===== src/rtl/sysid_checker_pkg.sv =====
// Shared definitions for the system-ID checker.
//   - state_t and ST_* : 3-bit FSM state encoding
//   - DEFAULT_EXPECTED_ID / DEFAULT_EXPECTED_TS : build-time reference words
//   - CNT_W : width of the per-transaction timeout counter
package sysid_checker_pkg;

  typedef logic [2:0] state_t;

  localparam state_t ST_IDLE    = 3'd0;
  localparam state_t ST_ID_REQ  = 3'd1;
  localparam state_t ST_ID_WAIT = 3'd2;
  localparam state_t ST_TS_REQ  = 3'd3;
  localparam state_t ST_TS_WAIT = 3'd4;
  localparam state_t ST_CHECK   = 3'd5;
  localparam state_t ST_DONE    = 3'd6;

  localparam logic [31:0] DEFAULT_EXPECTED_ID = 32'h0000_0000;
  localparam logic [31:0] DEFAULT_EXPECTED_TS = 32'h5185_C227;

  // Sized for the largest legal TIMEOUT_CYCLES (65535).
  localparam int unsigned TIMEOUT_MAX = 65535;
  localparam int unsigned CNT_W       = $clog2(TIMEOUT_MAX + 1);

endpackage


===== src/rtl/sysid_checker_timeout.sv =====
// Per-transaction cycle counter.
//   clock, reset : rising-edge clock, synchronous active-high reset
//   clear        : zero the count (wins over enable)
//   enable       : count this cycle
//   limit        : transaction budget in cycles
//   expired      : this is the last cycle of the budget (count == limit-1)
module sysid_checker_timeout
  import sysid_checker_pkg::*;
(
  input  logic             clock,
  input  logic             reset,
  input  logic             clear,
  input  logic             enable,
  input  logic [CNT_W-1:0] limit,
  output logic             expired
);

  logic [CNT_W-1:0] count_q;

  always_ff @(posedge clock) begin
    if (reset || clear) begin
      count_q <= '0;
    end else if (enable) begin
      count_q <= count_q + 1'b1;
    end
  end

  assign expired = (count_q == (limit - 1'b1));

endmodule


===== config.mk =====
export PLATFORM = sky130hd
export DESIGN_NAME = sysid_checker_timeout
export DESIGN_NICKNAME = d
export VERILOG_FILES = /design/src/rtl/sysid_checker_pkg.sv /design/src/rtl/sysid_checker_timeout.sv
export SDC_FILE = /design/constraint.sdc
export NUM_CORES = 1
export LEC_CHECK = 0
export CAP_MARGIN = 20
export CORE_UTILIZATION = 46
export DETAILED_ROUTE_END_ITERATION = 12
export GPL_TIMING_DRIVEN = 0
export PLACE_DENSITY_LB_ADDON = 0.12
export SETUP_SLACK_MARGIN = 0.5
export SYNTH_ARGS = -nofsm -noshare
export SYNTH_HDL_FRONTEND = slang
export SYNTH_SLANG_ARGS = --single-unit

===== constraint.sdc =====
create_clock -name clock -period 2.5 [get_ports clock]
set_input_delay 0.5 -clock clock [delete_from_list [all_inputs] [get_ports clock]]
set_output_delay 0.5 -clock clock [all_outputs]
set_load 0.005 [all_outputs]

## Yosys cells after proc, flatten, opt, wreduce, memory -nomap -nowiden

Cells that the tools add are included.

- Register bits after elaboration: 16
- Bits of input ports: 20
- Word-level logic and storage cells: 5

- Add/subtract/negate cells: 2
- Eq/ne operators: 1
- Reductions and logical operators: 1

Operators with widths:

| kind | count |
|---|---|
| $add 16x1->16 const B | 1 |
| $eq 16x16->1 | 1 |
| $sub 16x1->16 const B | 1 |
| $logic_or 1x1->1 | 1 |

## Longest topological paths before layout

- Depth after elaboration: 2
- Gate-level depth with buffers: 8
- Mapped depth without buffers: 8

## Least setup slack after synthesis

No wires, ideal clock.

- Path kind: input to output
- Start: input port limit[3]
- End: output port expired
- Data arrival time: 2.243 ns
- Data required time: 2.000 ns
- Path slack: -0.243 ns
- Cell stages on the path: 6
- Buffers on the path: 0
- Path through: or4_4 -> or4_4 -> mux2i_1 -> mux2i_1 -> a21oi_1 -> nor4_1

- Longest elaborated chain between the ends: 2

RTL lines:

| element | RTL line | RTL |
|---|---|---|
| start: declaration | sysid_checker_timeout.sv:14 | `input logic [CNT_W-1:0] limit,` |
| $sub 16x1->16 | sysid_checker_timeout.sv:28 | `assign expired = (count_q == (limit - 1'b1));` |
| $eq 16x16->1 | sysid_checker_timeout.sv:28 |  |
| end: declaration | sysid_checker_timeout.sv:15 | `output logic expired` |

No other way between the ends.

## Final worst setup path

- Start: input port limit[6]
- End: output port expired

The elaborated chain is that of the path after synthesis.

==> results.json <==
{
  "cp.arrival_ns": 2.44,
  "timing.final.crit_share_pct": 118,
  "fillers": 194,
  "grt_pass1_wl_um": 4350,
  "dp_hpwl_um": 1910,
  "worst_slew_pin_slew_ns": 0.489,
  "numCtsBuffers": 3,
  "outcome": "complete, but fails checks",
  "synth_cell_type_count": 29,
  "wl_um": 2630,
  "grt_usage_pct": 21.5,
  "drt_iter0_drc": 10,
  "max_freq_mhz": 340,
  "io_buffers": 19,
  "synth_area_leaders": "dfxtp_1 28%, xor2_1 15%, xnor2_1 14%",
  "largest_register_ffs": 16,
  "syn_nets": 165,
  "path_clk_slew_ns": 0.09,
  "fin_util_pct": 66.5,
  "cts_root_buf": "clkbuf_4",
  "clk_latency_ns": 0.27,
  "overflow": 0,
  "grt_pass1_vias": 1003,
  "vias": 1116,
  "gp_congestion": 0.746,
  "violations": "negative setup slack",
  "cts_tree": "done",
  "ant_nets": 0,
  "netlist_area_sq_um": 1150,
  "finalSetupTns_ns": -0.440,
  "synth_edf_count": 0,
  "finalSetupViolCount": 1,
  "multi_input_area_sq_um": 858,
  "dp_worst_setup_slack_ns": -1.37,
  "synth-seq-cells": 16,
  "area_delta_synth_final_pct": 31.8,
  "die-area_sq_um": 2700,
  "worst_slack_ns": -0.440,
  "ys_async_sr_fraction_pct": 0,
  "netlist_top_cells_count": "23 x nor2_1, 19 x xor2_1, 18 x xnor2_1, 16 x dfxtp_1, 8 x nand3_1",
  "seqCellArea_sq_um": 320,
  "rsz0062_at_grt": "yes",
  "cp-start-kind": "input port",
  "min_path_type": "reg -> reg",
  "final_nets": 198,
  "crit_required_ns": 2.00,
  "crit_type": "in -> out",
  "n_antenna_cell": 0,
  "drive_above_1_share_pct": 22.4,
  "slew_headroom_pct": 67.2,
  "layout_min_cycle_time_ns": 2.94,
  "htreeDepth": 1,
  "grt_max_degree": 11,
  "syn_inst": 143,
  "drt-wirelength-per-cell_um": 13.0,
  "grt_antenna_before_repair": 0,
  "skew_ns": 0.00231,
  "core_sq_um": 2280,
  "vdd_drop_max_mv": 0.309,
  "row_count": 17,
  "avgSynthCellArea_sq_um": 8.02,
  "leakagePower_nw": 0.576,
  "drc_errors": 0,
  "cts.sink_count": 16,
  "ios": 21,
  "maxCapViolations": 0,
  "regMostFlops": "count_q",
  "clk_path_buf_depth": 2,
  "ys_warn_count": 0,
  "die_h_um": 51.9,
  "finalHoldViolations": 0,
  "cp_max_fo": 5,
  "drv_slew": 0,
  "via_per_inst": 5.52,
  "hold_buffers": 0,
  "critPathCaptureType": "output pin",
  "yosysMostFrequentCell": "nor2_1",
  "yosysTopAreaCell": "dfxtp_1",
  "yosysTopAreaCellShare_pct": 27.9,
  "p_per_area_nw_per_um2": 325,
  "first_pass_iters": 4,
  "synth-main-ff-cell": "dfxtp_1",
  "reg_top3": "count_q: 16 flops",
  "start_util_pct": 50.4,
  "die_w_um": 51.9,
  "ys_seq_area_share_pct": 27.9
}
-- cell usage in the layout, fill, tap and decap left out, drive strengths merged --
cell type and instances:
xnor2 18, ha 2, nand4b 1, and2 1, nand4 5, dlygate4sd2 3, and3 3, or2 1
xor2 19, nor4 5, or4 5, nor2b 1, inv 3, clkdlybuf4s50 4, o21ai 3, nand2 7
buf 19, o221ai 1, or3 3, dfxtp 16, nor4b 1, mux2i 3, clkbuf 8, dlymetal6s2s 1
a21oi 3, nand3 8, and4 1, or2b 1, nor3 5, nor2 23
-- report_power, final --
group          switching (W)  leakage, nW  total (W)  internal, W
registers         0.00000199        0.129   0.000258     0.000256
logic              0.0000480        0.433   0.000106    0.0000581
clock network      0.0000728       0.0138   0.000129    0.0000557
total               0.000123        0.576   0.000492     0.000370
-- final cells by class --
cell class                      instances  share of cell area [%]
Timing Repair Buffer                   28                    16.3
Inverter                                3                   0.910
Multi-Input combinational cell        120                    56.7
Sequential cell                        16                    21.2
Buffer                                  4                    1.08
Clock buffer                            3                    1.49
Tap cell                               28                    2.32
-- routing by layer --
layer | global-route usage [%] | wire [um]
met5 | 0 | 0
met4 | 6.76 | 24
met3 | 2.63 | 103
met2 | 35.3 | 1260
met1 | 28.8 | 1240
-- logic make-up after synthesis --
logic type	share of synthesized area (%)
mux	2.62
xor+xnor	28.2
fa+ha+maj	2.18
simple gates	33.4
flops	27.9
compound gates	3.38
buf+inv	2.29
-- metrics by stage --
step	hold WS, ns	cell area (sq um)	std cells	power [W]
after floorplan	0.495	1150	143	0.000307
after global placement	0.519	1370	190	0.000350
after detailed placement	0.522	1370	190	0.000353
after CTS	0.547	1450	198	0.000485
after global routing	0.596	1510	202	0.000519
final	0.539	1510	202	0.000492
-- path summary, 6_finish.rpt --
path	start	endpoint	slack (ns)	cells after the start
max	limit[6]	expired	-0.44	8
min	count_q[15]$_SDFFE_PP0P_	count_q[15]$_SDFFE_PP0P_	0.54	2
max reg2reg	count_q[0]$_SDFFE_PP0P_	count_q[12]$_SDFFE_PP0P_	0.78	7
min reg2reg	count_q[15]$_SDFFE_PP0P_	count_q[15]$_SDFFE_PP0P_	0.54	2
-- what timing repair did --
item	4_1_cts	5_1_grt
endpoints found under the setup margin	1	1
buffers inserted	5	4
pin swaps	7	6
resized for setup	62	12
-- critical path, cell delays in order --
cell and delay (ns):
buf_6 0.09, or4_4 0.57, or4_4 0.48, mux2i_1 0.14
mux2i_1 0.14, a21oi_1 0.08, nor4_1 0.27, buf_2 0.16
Note: power is estimated with default switching activity, not from simulation.
